### src/rtl/interrupt_arbiter_pkg.sv
// Shared types and constants for the interrupt arbiter: state encoding,
// mcause interrupt codes and the fixed arbitration order.
package interrupt_arbiter_pkg;

  localparam int ECODE_W = 4;
  localparam int NUM_IRQ = 6;

  typedef logic [31:0] mip_t;
  typedef logic [31:0] mie_t;

  typedef enum logic [1:0] {
    PRIV_U = 2'b00,
    PRIV_S = 2'b01,
    PRIV_M = 2'b11
  } privilege_t;

  typedef enum logic [1:0] {
    IDLE     = 2'd0,
    REQUEST  = 2'd1,
    COOLDOWN = 2'd2
  } irq_arb_state_t;

  localparam logic [ECODE_W-1:0] IRQ_M_EXT   = 4'd11;
  localparam logic [ECODE_W-1:0] IRQ_S_EXT   = 4'd9;
  localparam logic [ECODE_W-1:0] IRQ_M_TIMER = 4'd7;
  localparam logic [ECODE_W-1:0] IRQ_S_TIMER = 4'd5;
  localparam logic [ECODE_W-1:0] IRQ_M_SOFT  = 4'd3;
  localparam logic [ECODE_W-1:0] IRQ_S_SOFT  = 4'd1;

  // Highest priority first; applied once for M-targets, then for S-targets.
  localparam logic [ECODE_W-1:0] IRQ_PRIO [NUM_IRQ] = '{
    IRQ_M_EXT, IRQ_M_SOFT, IRQ_M_TIMER, IRQ_S_EXT, IRQ_S_SOFT, IRQ_S_TIMER
  };

endpackage

### src/rtl/interrupt_arbiter_irq_synchronizer.sv
// Single-bit multi-flop synchronizer for asynchronous interrupt pins,
// cleared by the synchronous active-low reset.
module irq_synchronizer #(
  parameter int STAGES = 2
) (
  input  logic clk,
  input  logic rst_n,
  input  logic d_i,
  output logic q_o
);

  logic [STAGES-1:0] sync_q;

  always_ff @(posedge clk) begin
    if (!rst_n) begin
      sync_q <= '0;
    end else begin
      sync_q <= {sync_q[STAGES-2:0], d_i};
    end
  end

  assign q_o = sync_q[STAGES-1];

endmodule

### src/rtl/interrupt_arbiter.sv
// Interrupt arbiter: builds the mip view, masks and routes each source to M or S,
// picks one winner and presents it to trap entry with a stable req/ack handshake.
//
// state    | meaning
// IDLE     | no request presented; latch the next eligible winner
// REQUEST  | irq_req high, code/target held until ack or withdrawal
// COOLDOWN | one idle cycle after ack so trap-entry CSR updates settle
module interrupt_arbiter
  import interrupt_arbiter_pkg::*;
#(
  parameter int S_MODE      = 1,
  parameter int SYNC_STAGES = 2
) (
  input  logic               clk,
  input  logic               rst_n,
  input  logic               m_ext_irq,
  input  logic               s_ext_irq,
  input  logic               m_timer_irq,
  input  logic               m_soft_irq,
  input  logic               sw_ssip,
  input  logic               sw_stip,
  input  logic [31:0]        mie,
  input  logic [31:0]        mideleg,
  input  logic               mstatus_mie,
  input  logic               mstatus_sie,
  input  logic [1:0]         privilege,
  input  logic               irq_block,
  input  logic               irq_ack,
  output logic               irq_req,
  output logic [ECODE_W-1:0] irq_code,
  output logic               irq_to_s,
  output logic [31:0]        mip
);

  logic m_ext_sync;
  logic s_ext_sync;

  irq_synchronizer #(.STAGES(SYNC_STAGES)) u_sync_m_ext (
    .clk   (clk),
    .rst_n (rst_n),
    .d_i   (m_ext_irq),
    .q_o   (m_ext_sync)
  );

  irq_synchronizer #(.STAGES(SYNC_STAGES)) u_sync_s_ext (
    .clk   (clk),
    .rst_n (rst_n),
    .d_i   (s_ext_irq),
    .q_o   (s_ext_sync)
  );

  mip_t        mip_view;
  logic [31:0] deleg;
  logic [31:0] active;
  logic        m_elig;
  logic        s_elig;

  always_comb begin
    mip_view              = '0;
    mip_view[IRQ_M_EXT]   = m_ext_sync;
    mip_view[IRQ_M_TIMER] = m_timer_irq;
    mip_view[IRQ_M_SOFT]  = m_soft_irq;
    if (S_MODE != 0) begin
      mip_view[IRQ_S_EXT]   = s_ext_sync;
      mip_view[IRQ_S_TIMER] = sw_stip;
      mip_view[IRQ_S_SOFT]  = sw_ssip;
    end
  end

  assign mip    = mip_view;
  assign deleg  = (S_MODE != 0) ? mideleg : '0;
  assign m_elig = (privilege != PRIV_M) || mstatus_mie;
  assign s_elig = (privilege == PRIV_U) || ((privilege == PRIV_S) && mstatus_sie);
  // Pending, enabled and deliverable to its target at the current privilege.
  assign active = mip_view & mie &
                  ((deleg & {32{s_elig}}) | (~deleg & {32{m_elig}}));

  logic               win_found;
  logic [ECODE_W-1:0] win_code;
  logic               win_to_s;

  always_comb begin
    win_found = 1'b0;
    win_code  = '0;
    win_to_s  = 1'b0;
    for (int k = 0; k < NUM_IRQ; k++) begin
      if (!win_found && active[IRQ_PRIO[k]] && !deleg[IRQ_PRIO[k]]) begin
        win_found = 1'b1;
        win_code  = IRQ_PRIO[k];
      end
    end
    for (int k = 0; k < NUM_IRQ; k++) begin
      if (!win_found && active[IRQ_PRIO[k]] && deleg[IRQ_PRIO[k]]) begin
        win_found = 1'b1;
        win_code  = IRQ_PRIO[k];
        win_to_s  = 1'b1;
      end
    end
  end

  irq_arb_state_t     state_q, state_d;
  logic [ECODE_W-1:0] code_q, code_d;
  logic               to_s_q, to_s_d;

  always_comb begin
    state_d = state_q;
    code_d  = code_q;
    to_s_d  = to_s_q;
    case (state_q)
      IDLE: begin
        if (win_found && !irq_block) begin
          state_d = REQUEST;
          code_d  = win_code;
          to_s_d  = win_to_s;
        end
      end
      REQUEST: begin
        if (irq_ack) begin
          state_d = COOLDOWN;
        end else if (!active[code_q] || irq_block) begin
          state_d = IDLE;
        end
      end
      COOLDOWN: state_d = IDLE;
      default:  state_d = IDLE;
    endcase
  end

  always_ff @(posedge clk) begin
    if (!rst_n) begin
      state_q <= IDLE;
      code_q  <= '0;
      to_s_q  <= 1'b0;
    end else begin
      state_q <= state_d;
      code_q  <= code_d;
      to_s_q  <= to_s_d;
    end
  end

  assign irq_req  = (state_q == REQUEST);
  assign irq_code = code_q;
  assign irq_to_s = to_s_q;

endmodule
### config.mk
export PLATFORM = sky130hd
export DESIGN_NAME = interrupt_arbiter
export DESIGN_NICKNAME = d
export VERILOG_FILES = /design/src/rtl/interrupt_arbiter_pkg.sv /design/src/rtl/interrupt_arbiter_irq_synchronizer.sv /design/src/rtl/interrupt_arbiter.sv
export SDC_FILE = /design/constraint.sdc
export NUM_CORES = 1
export LEC_CHECK = 0
export ABC_CLOCK_PERIOD_IN_PS = 2100
export BUFFER_PORTS_ARGS = -buffer_cell sky130_fd_sc_hd__buf_2
export CORE_MARGIN = 3
export CORE_UTILIZATION = 34
export CTS_CLUSTER_DIAMETER = 120
export DETAILED_ROUTE_END_ITERATION = 8
export PLACE_DENSITY = 0.8
export SYNTH_ARGS = -nofsm -noshare
export SYNTH_HDL_FRONTEND = slang
export SYNTH_SLANG_ARGS = --single-unit
### constraint.sdc
create_clock -name clk -period 2.1 [get_ports clk]
set_input_delay 0.21 -clock clk [delete_from_list [all_inputs] [get_ports clk]]
set_output_delay 0.21 -clock clk [all_outputs]
set_load 0.02 [all_outputs]
Yosys cells after proc, flatten, opt, wreduce, memory -nomap -nowiden
Cells that the tools add are included.

cells by class
  shift operators = 0
  magnitude comparators = 1
  add/subtract/negate cells = 0
  divide/modulo/power cells = 0
  multipliers = 0
  reductions and logical operators = 51
  equality and inequality tests = 5
  bitwise operators = 6
  muxes and demuxes = 36

operator list
  kind                                                                     number
  16-bit AND                                                               3
  4-bit 2-to-1 mux                                                         12
  1-bit logical AND                                                        25
  1-bit zero test                                                          19
  1-bit 2-to-1 mux                                                         19
  12-bit by 16-bit AND with 16-bit output                                  1
  16-bit NOT                                                               1
  16-bit OR                                                                1
  4-bit by 6-bit < comparator with 1-bit output, second input constant     1
  2-bit 2-to-1 mux                                                         3
  1-bit binary-select mux with 4-bit select                                1
  2-bit by 1-bit == test with 1-bit output, second input constant          2
  2-bit zero test                                                          2
  2-bit inequality test, second input constant                             2
  2-bit case mux with 2 select lines                                       1
  2-bit AND reduction                                                      2
  1-bit logical OR                                                         3
  3-bit by 2-bit inequality test with 1-bit output, second input constant  1

storage, ports and cells
  input port bits = 78
  RAM bits = 0
  memories = 0
  ROM bits = 0
  flip-flop bits (word level) = 11
  word-level logic and storage cells = 104
  bits in latches = 0
  output and inout port bits = 38

Longest topological paths before layout
Gate-level depths: netlist of run 1.

  depth after elaboration = 55
  depth in mapped cells = 6
  depth with buffers taken out = 5

By module
A second synthesis of run 1 with hierarchy kept.

unflattened totals
  cells, all modules = 125
  area total of the unflattened synthesis = 1,012.2 µm²

by module, submodules not included
  module             area each (µm²)  seq. area each (µm²)  instances  cells each
  interrupt_arbiter  907.1            140.1                 1          117
  irq_synchronizer   52.6             40.0                  2          4

Least setup slack after synthesis of run 1
Ideal clock, no wire load.

  path type = register to register
  start = register u_sync_s_ext.sync_q[1]
  end = register state_q[0]
  data required time = 1,978 ps
  period minus slack after synthesis = 1,690 ps
  data arrival time = 1,568 ps
  buffers on the path = 0
  setup time = 122 ps
  stages on the path, launching flop included = 6
  setup slack = 410 ps
  path through = dfxtp_1 > and3_4 > a311oi_2 > nor3_1 > or3_4 > a221o_1

on the way
  longest elaborated chain between the ends = 40
  elaborated cells between the ends (all ways) = 45
  classes of those cells = 2 x eq/ne; 11 x mux; 2 x bitwise; 30 x reduce/logical

ends and longest elaborated chain
  element                                    RTL line                                  text
  start: declaration                         interrupt_arbiter_irq_synchronizer.sv:12  logic [STAGES-1:0] sync_q;
  start signal: assignment                   interrupt_arbiter_irq_synchronizer.sv:18  sync_q <= {sync_q[STAGES-2:0], d_i};
  12-bit by 16-bit AND with 16-bit output *  interrupt_arbiter.sv:75                   assign active = mip_view & mie &
  16-bit AND *                               interrupt_arbiter.sv:75
  1-bit logical AND (2 in a row)             interrupt_arbiter.sv:87                   if (!win_found && active[IRQ_PRIO[k]] && !deleg[IRQ_PRIO[k]]) begin
  1-bit 2-to-1 mux                           interrupt_arbiter.sv:87
  1-bit zero test                            interrupt_arbiter.sv:87
  1-bit logical AND (2 in a row)             interrupt_arbiter.sv:87
  1-bit 2-to-1 mux                           interrupt_arbiter.sv:87
  1-bit zero test                            interrupt_arbiter.sv:87
  [20 not listed]                            n/a
  1-bit logical AND (2 in a row)             interrupt_arbiter.sv:93                   if (!win_found && active[IRQ_PRIO[k]] && deleg[IRQ_PRIO[k]]) begin
  1-bit 2-to-1 mux                           interrupt_arbiter.sv:93
  1-bit zero test                            interrupt_arbiter.sv:93
  1-bit logical AND (2 in a row)             interrupt_arbiter.sv:93
  1-bit 2-to-1 mux                           interrupt_arbiter.sv:93
  1-bit logical AND                          interrupt_arbiter.sv:111                  if (win_found && !irq_block) begin
  2-bit inequality test (no line)            n/a
  2-bit AND reduction (no line) *            n/a
  end signal: assignment                     interrupt_arbiter.sv:135                  state_q <= state_d;
  end: declaration                           interrupt_arbiter.sv:101                  irq_arb_state_t state_q, state_d;

Mark *: on every way between the ends. The rest lies on a longest branch, timed or not. The select of a mux whose other input is x is not followed.
A chain may end at the register's enable or synchronous reset.

Worst setup path in the final report of run 1
Ends and elaborated chain as after synthesis.

==> results.json, run 1 <==
{
  "clkTransAtPathRegs_ns": 0.07,
  "synth_top_area_share_pct": 23.6,
  "path_max_fanout": 5,
  "core_area_mm2": 0.00285,
  "yosysWarnings": 0,
  "synth_edf_count": 0,
  "clock_sinks": 11,
  "endpoint_kind": "flop",
  "vdd_drop_max_uv": 443,
  "grt_pass1_wl_um": 3650,
  "h-tree-depth": 1,
  "drc": 0,
  "clk_latency_ns": 0.27,
  "min_path_type": "in2reg",
  "grt_overflow": 0,
  "nNetsFinal": 247,
  "ys_types": 36,
  "status": "completed",
  "numCtsBuffers": 3,
  "tritoncts": "built",
  "wl_um": 2470,
  "maxCapViolations": 0,
  "hold_depth": 2,
  "hold_viol": 0,
  "cpMaxStageDelayCell": "or3_4",
  "post_drt_wl_per_cell_um": 12.4,
  "num_io_pins": 116,
  "grt_pass1_vias": 823,
  "setup_viol": 0,
  "r2r_start": "u_sync_s_ext.sync_q[1]",
  "num_antenna_cells": 0,
  "yosys.area.top_type": "buf_4",
  "syn_to_final_growth_pct": 8.82,
  "gp_congestion": 0.893,
  "ys_ff_latch": 11,
  "synthArstFlopShare_pct": 0,
  "worst_clock_skew_ns": 0.00632,
  "worstSetupPathDepth": 5,
  "antenna_found_initial": 0,
  "path_cells": "and3_4 > a311oi_2 > nor3_1 > or3_4 > a221o_1",
  "arrival_ns": 2.01,
  "fillers": 302,
  "timing.rr.end": "state_q[0]",
  "slew_violations": 0,
  "final_util_pct": 40.0,
  "synthTopCellsByArea": "buf_4 24%, dfxtp_1 21%, a21oi_1 4.8%",
  "vias": 1023,
  "timing.final.ws_setup_ns": 0.246,
  "drive_gt1_share_pct": 28.6,
  "r2r_cells": 5,
  "cts_resized": 0,
  "dominantRegCellSynth": "dfxtp_1",
  "cp.required_ns": 2.25,
  "synth.cell_area_mm2": 0.00105,
  "grt_max_degree": 13,
  "io_buffers": 37,
  "critical_path_class": "reg2reg",
  "critPathBufInv": 0,
  "start_kind": "flop",
  "holdBufCountCts": 0,
  "clk_path_buf_depth": 2,
  "hold_start": "m_ext_irq",
  "clockRootBuffer": "clkbuf_4",
  "dp_worst_setup_slack_ns": 0.239,
  "synth_most_common_cell": "buf_4",
  "grt_util_all_layers_pct": 12.8,
  "ant_nets": 0,
  "die_area_mm2": 0.00379,
  "syn-instance-count": 136,
  "drt_iter0_drc": 39,
  "via_per_inst": 5.14,
  "clock.fmax_mhz": 539,
  "die_x_um": 61.6,
  "hold_end": "u_sync_m_ext.sync_q[0]",
  "fin_setup_tns_ns": 0,
  "crit_family": "simple AND/OR/NAND/NOR gates",
  "power.static_leakage_nw": 0.569,
  "die_h_um": 61.6,
  "placementRows": 19,
  "hpwl_um": 2020,
  "rsz0062_at_grt": "false",
  "final.period_utilization_pct": 88.3,
  "power_density_mw_per_mm2": 529,
  "crit_path_max_incr_delay_ns": 0.43,
  "r2r_setup_slack_ns": 0.25,
  "yosysSeqAreaShare_pct": 21.0,
  "dr.pass1.iters": 4,
  "post-cts-setup-buffers": 0,
  "fin_crit_ns": 1.85,
  "initial_utilization_pct": 36.8,
  "netlist_top_cells_count": "33 x buf_4, 11 x dfxtp_1, 10 x a21oi_1",
  "avgSynthCellArea_um2": 7.72
}
==> per-stage QoR <==
step | instance area, µm² | hold slack [ns] | total power, W | instances
6_report | 1140 | 0.140 | 0.000604 | 199
5_1_grt | 1140 | 0.130 | 0.000644 | 199
3_3_place_gp | 1120 | 0.414 | 0.000461 | 195
3_5_place_dp | 1120 | 0.421 | 0.000462 | 195
2_1_floorplan | 1140 | 0.337 | 0.000435 | 161
4_1_cts | 1140 | 0.141 | 0.000604 | 199
==> worst max path at each step <==
stage                            from          to  slack [ns]
2_1_floorplan  u_sync_s_ext.sync_q[1]  state_q[0]        0.41
3_3_place_gp               mideleg[9]  state_q[0]        0.24
3_5_place_dp               mideleg[9]  state_q[0]        0.24
4_1_cts        u_sync_s_ext.sync_q[1]  state_q[0]        0.23
5_1_grt        u_sync_s_ext.sync_q[1]  state_q[0]        0.17
6_report       u_sync_s_ext.sync_q[1]  state_q[0]        0.25
==> placed cells by master, fill, tap and decap left out, types with 5 or more instances in the layout <==
master / synthesis / routed
o21ai_0: 7 / 7
a21oi_1: 10 / 10
buf_2: 0 / 37
and2_1: 5 / 5
nand2_1: 7 / 7
nor2_1: 5 / 5
dfxtp_1: 11 / 11
conb_1: 1 / 26
nand3_1: 7 / 7
==> power by group <==
part           internal (W)  switching [W]  leakage [nW]
combinational     0.0000759       0.000144         0.464
clock             0.0000736      0.0000709        0.0150
sequential         0.000225      0.0000148        0.0906
total              0.000374       0.000230         0.569
==> cells by family (layout without fill, tap and decap cells) <==
logic type / after synthesis / after routing / synth area share [%]
buffers and inverters: 38 / 45 / 25.4
AND/OR/NAND/NOR: 43 / 43 / 23.1
flip-flops: 11 / 11 / 21.0
AO/OA/AOI/OAI: 43 / 43 / 30.2
other: 1 / 26 / 0.357
==> metal layers <==
| metal | GRT usage (%) | wire length (µm) | vias to the layer above |
|---|---|---|---|
| met5 | 0 | 0 | - |
| met4 | 1.82 | 6 | 0 |
| met3 | 4.40 | 282 | 2 |
| met2 | 19.9 | 1130 | 65 |
| met1 | 17.6 | 1060 | 449 |
| li1 | - | - | 507 |
==> registers in the layout, summed over array words and instances (netlist names) <==
name	count
irq_code	4
irq_to_s	1
state_q	2
u_sync_m_ext.sync_q	2
u_sync_s_ext.sync_q	2
==> layout make-up <==
class                      count  area [µm²]  share of cell area (%)
multi-input combinational    112         657                    57.5
timing repair buffer          37         185                    16.2
tap                           31        38.8                    3.40
sequential                    11         220                    19.3
inverter                       4        15.0                    1.31
clock buffer                   4        26.3                    2.30
==> worst register-to-register path: cells and delay by family, from the launching register on <==
family	cells	cell delay, ns
simple gates	3	0.75
compound gates	2	0.66
flops	1	0.33
Note: power is estimated with default switching activity, not from simulation.
==> inputs of run 2 (changes only) <==
--- a/config.mk
+++ b/config.mk
@@ -11,7 +11,8 @@
 export CORE_UTILIZATION = 34
 export CTS_CLUSTER_DIAMETER = 120
 export DETAILED_ROUTE_END_ITERATION = 8
-export PLACE_DENSITY = 0.8
+export PLACE_DENSITY = 0.81
 export SYNTH_ARGS = -nofsm -noshare
 export SYNTH_HDL_FRONTEND = slang
+export SYNTH_HIERARCHICAL = 1
 export SYNTH_SLANG_ARGS = --single-unit
==> run 2 against run 1 <==
Against the previous run: critical path depth unchanged; count of clock-buffer cells in the layout unchanged; wire length down 7.2%; largest cell class unchanged.
==> results.json, run 2 <==
{
  "via_per_inst": 5.02,
  "hold_viol": 0,
  "min_path_type": "in2reg",
  "crit_path_max_incr_delay_ns": 0.39,
  "grt_pass1_vias": 816,
  "drc": 0,
  "relSlewSlack_pct": 64.1,
  "synthArstFlopShare_pct": 0,
  "mostFrequentLayoutCell": "buf_2",
  "cp.required_ns": 2.25,
  "holdBufCountCts": 0,
  "clk_path_buf_depth": 2,
  "die_x_um": 60.6,
  "post_drt_wl_per_cell_um": 12.0,
  "placementRows": 19,
  "final.period_utilization_pct": 88.6,
  "core_area_mm2": 0.00281,
  "syn-instance-count": 125,
  "arrival_ns": 2.01,
  "die_h_um": 60.6,
  "grt_max_degree": 13,
  "synthTopCellsByArea": "buf_4 24%, dfxtp_1 22%, and3b_1 4.3%",
  "antenna_found_initial": 0,
  "path_max_fanout": 5,
  "endpoint_kind": "flop",
  "syn_to_final_growth_pct": 11.4,
  "dominantRegCellSynth": "dfxtp_1",
  "power.static_leakage_nw": 0.569,
  "hpwl_um": 1880,
  "vdd_drop_max_uv": 476,
  "worst_pin_slew_ns": 0.535,
  "io_buffers": 37,
  "die_area_mm2": 0.00367,
  "grt_util_all_layers_pct": 12.8,
  "drive_gt1_share_pct": 30.6,
  "grtUsageMet3_pct": 5.11,
  "num_antenna_cells": 0,
  "top_usage_layer": "met2",
  "dr.pass1.iters": 4,
  "fin_crit_ns": 1.86,
  "cpMaxStageDelayCell": "o31a_1",
  "numCtsBuffers": 3,
  "final_cell_mix": "37 x buf_2, 26 x conb_1, 11 x dfxtp_1, 8 x nand3_1, 8 x o21ai_0",
  "cts_resized": 0,
  "synth_most_common_cell": "buf_4",
  "synth_top_area_share_pct": 23.7,
  "grt_pass1_wl_um": 3560,
  "use_met2_pct": 21.1,
  "slew_violations": 0,
  "yosys.area.top_type": "buf_4",
  "clk_latency_ns": 0.26,
  "maxCapViolations": 0,
  "post-cts-setup-buffers": 0,
  "tritoncts": "built",
  "clock.fmax_mhz": 537,
  "critPathBufInv": 0,
  "path_cells": "and3b_4 > o41ai_2 > nand3_2 > o31a_1 > a221o_1",
  "ys_ff_latch": 11,
  "power_density_mw_per_mm2": 520,
  "grt_overflow": 0,
  "synth_edf_count": 0,
  "clkTransAtPathRegs_ns": 0.06,
  "gp_congestion": 0.981,
  "crit_family": "compound AO/OA/AOI/OAI gates",
  "vias": 959,
  "num_io_pins": 116,
  "netlist_top_cells_count": "32 x buf_4, 11 x dfxtp_1, 8 x nand3_1, 8 x o21ai_0, 7 x nor2_1",
  "wl_um": 2290,
  "start_kind": "flop",
  "h-tree-depth": 1,
  "use_met1_pct": 16.5,
  "status": "completed",
  "setup_viol": 0,
  "avgSynthCellArea_um2": 8.10,
  "drt_iter0_drc": 53,
  "ys_types": 43,
  "total_power_w": 0.000586,
  "nNetsFinal": 239,
  "initial_utilization_pct": 36.1,
  "ant_nets": 0,
  "fin_setup_tns_ns": 0,
  "critical_path_class": "reg2reg",
  "rsz0062_at_grt": "false",
  "synth.cell_area_mm2": 0.00101,
  "largest_register_ffs": 4,
  "clock_sinks": 11,
  "clockRootBuffer": "clkbuf_4",
  "worst_clock_skew_ns": 0.000651,
  "yosysSeqAreaShare_pct": 21.8,
  "yosysWarnings": 6
}
run 2: cells by family after synthesis:
| family | share of synthesized area [%] |
|---|---|
| and+or+nand+nor | 28.1 |
| buffers and inverters | 24.5 |
| DFF | 21.8 |
| other | 0.370 |
| muxes | 4.08 |
| AOI/OAI and AO/OA | 21.3 |
run 2: area by class of cell:
type | count | area, µm²
clock buffers | 4 | 26.3
fillers | 296 | 1680
inverters | 1 | 3.75
multi-input cells | 105 | 638
flip-flops and latches | 11 | 220
well taps | 31 | 38.8
repair buffers | 39 | 200
run 2: final timing paths:
path,from,end,slack (ns),cells past startpoint
worst max-delay path,u_sync_s_ext/sync_q[1],state_q[0],0.24,5
worst min register to register,u_sync_m_ext/sync_q[0],u_sync_m_ext/sync_q[1],0.43,1
worst min-delay path,s_ext_irq,u_sync_s_ext/sync_q[0],0.14,2
worst max register to register,u_sync_s_ext/sync_q[1],state_q[0],0.24,5
run 2: power by group:
part           internal, W  switching (W)  leakage (nW)
sequential        0.000224      0.0000147        0.0905
clock            0.0000734      0.0000646        0.0150
combinational    0.0000762       0.000133         0.464
total             0.000373       0.000213         0.569
run 2: per-layer routing:
layer	up-vias	wire length, µm	part of all wire (%)
met5	-	0	0
met4	0	0	0
met3	0	310	14
met2	59	985	43
met1	422	997	43
li1	478	-	-
run 2: worst register-to-register path: stages, from the launching register on:
cell	delay (ns)
dfxtp_1	0.32
and3b_4	0.20
o41ai_2	0.35
nand3_2	0.12
o31a_1	0.39
a221o_1	0.37
run 2: stage by stage:
stage	hold slack [ns]	cell area, µm²	instances	setup WS, ns	utilization [%]
floorplan	0.328	1110	150	0.321	-
global placement	0.411	1100	187	0.217	39.3
detailed placement	0.413	1100	187	0.230	39.3
CTS	0.134	1130	191	0.247	40.2
global route	0.125	1130	191	0.191	40.2
finish	0.145	1130	191	0.239	40.2
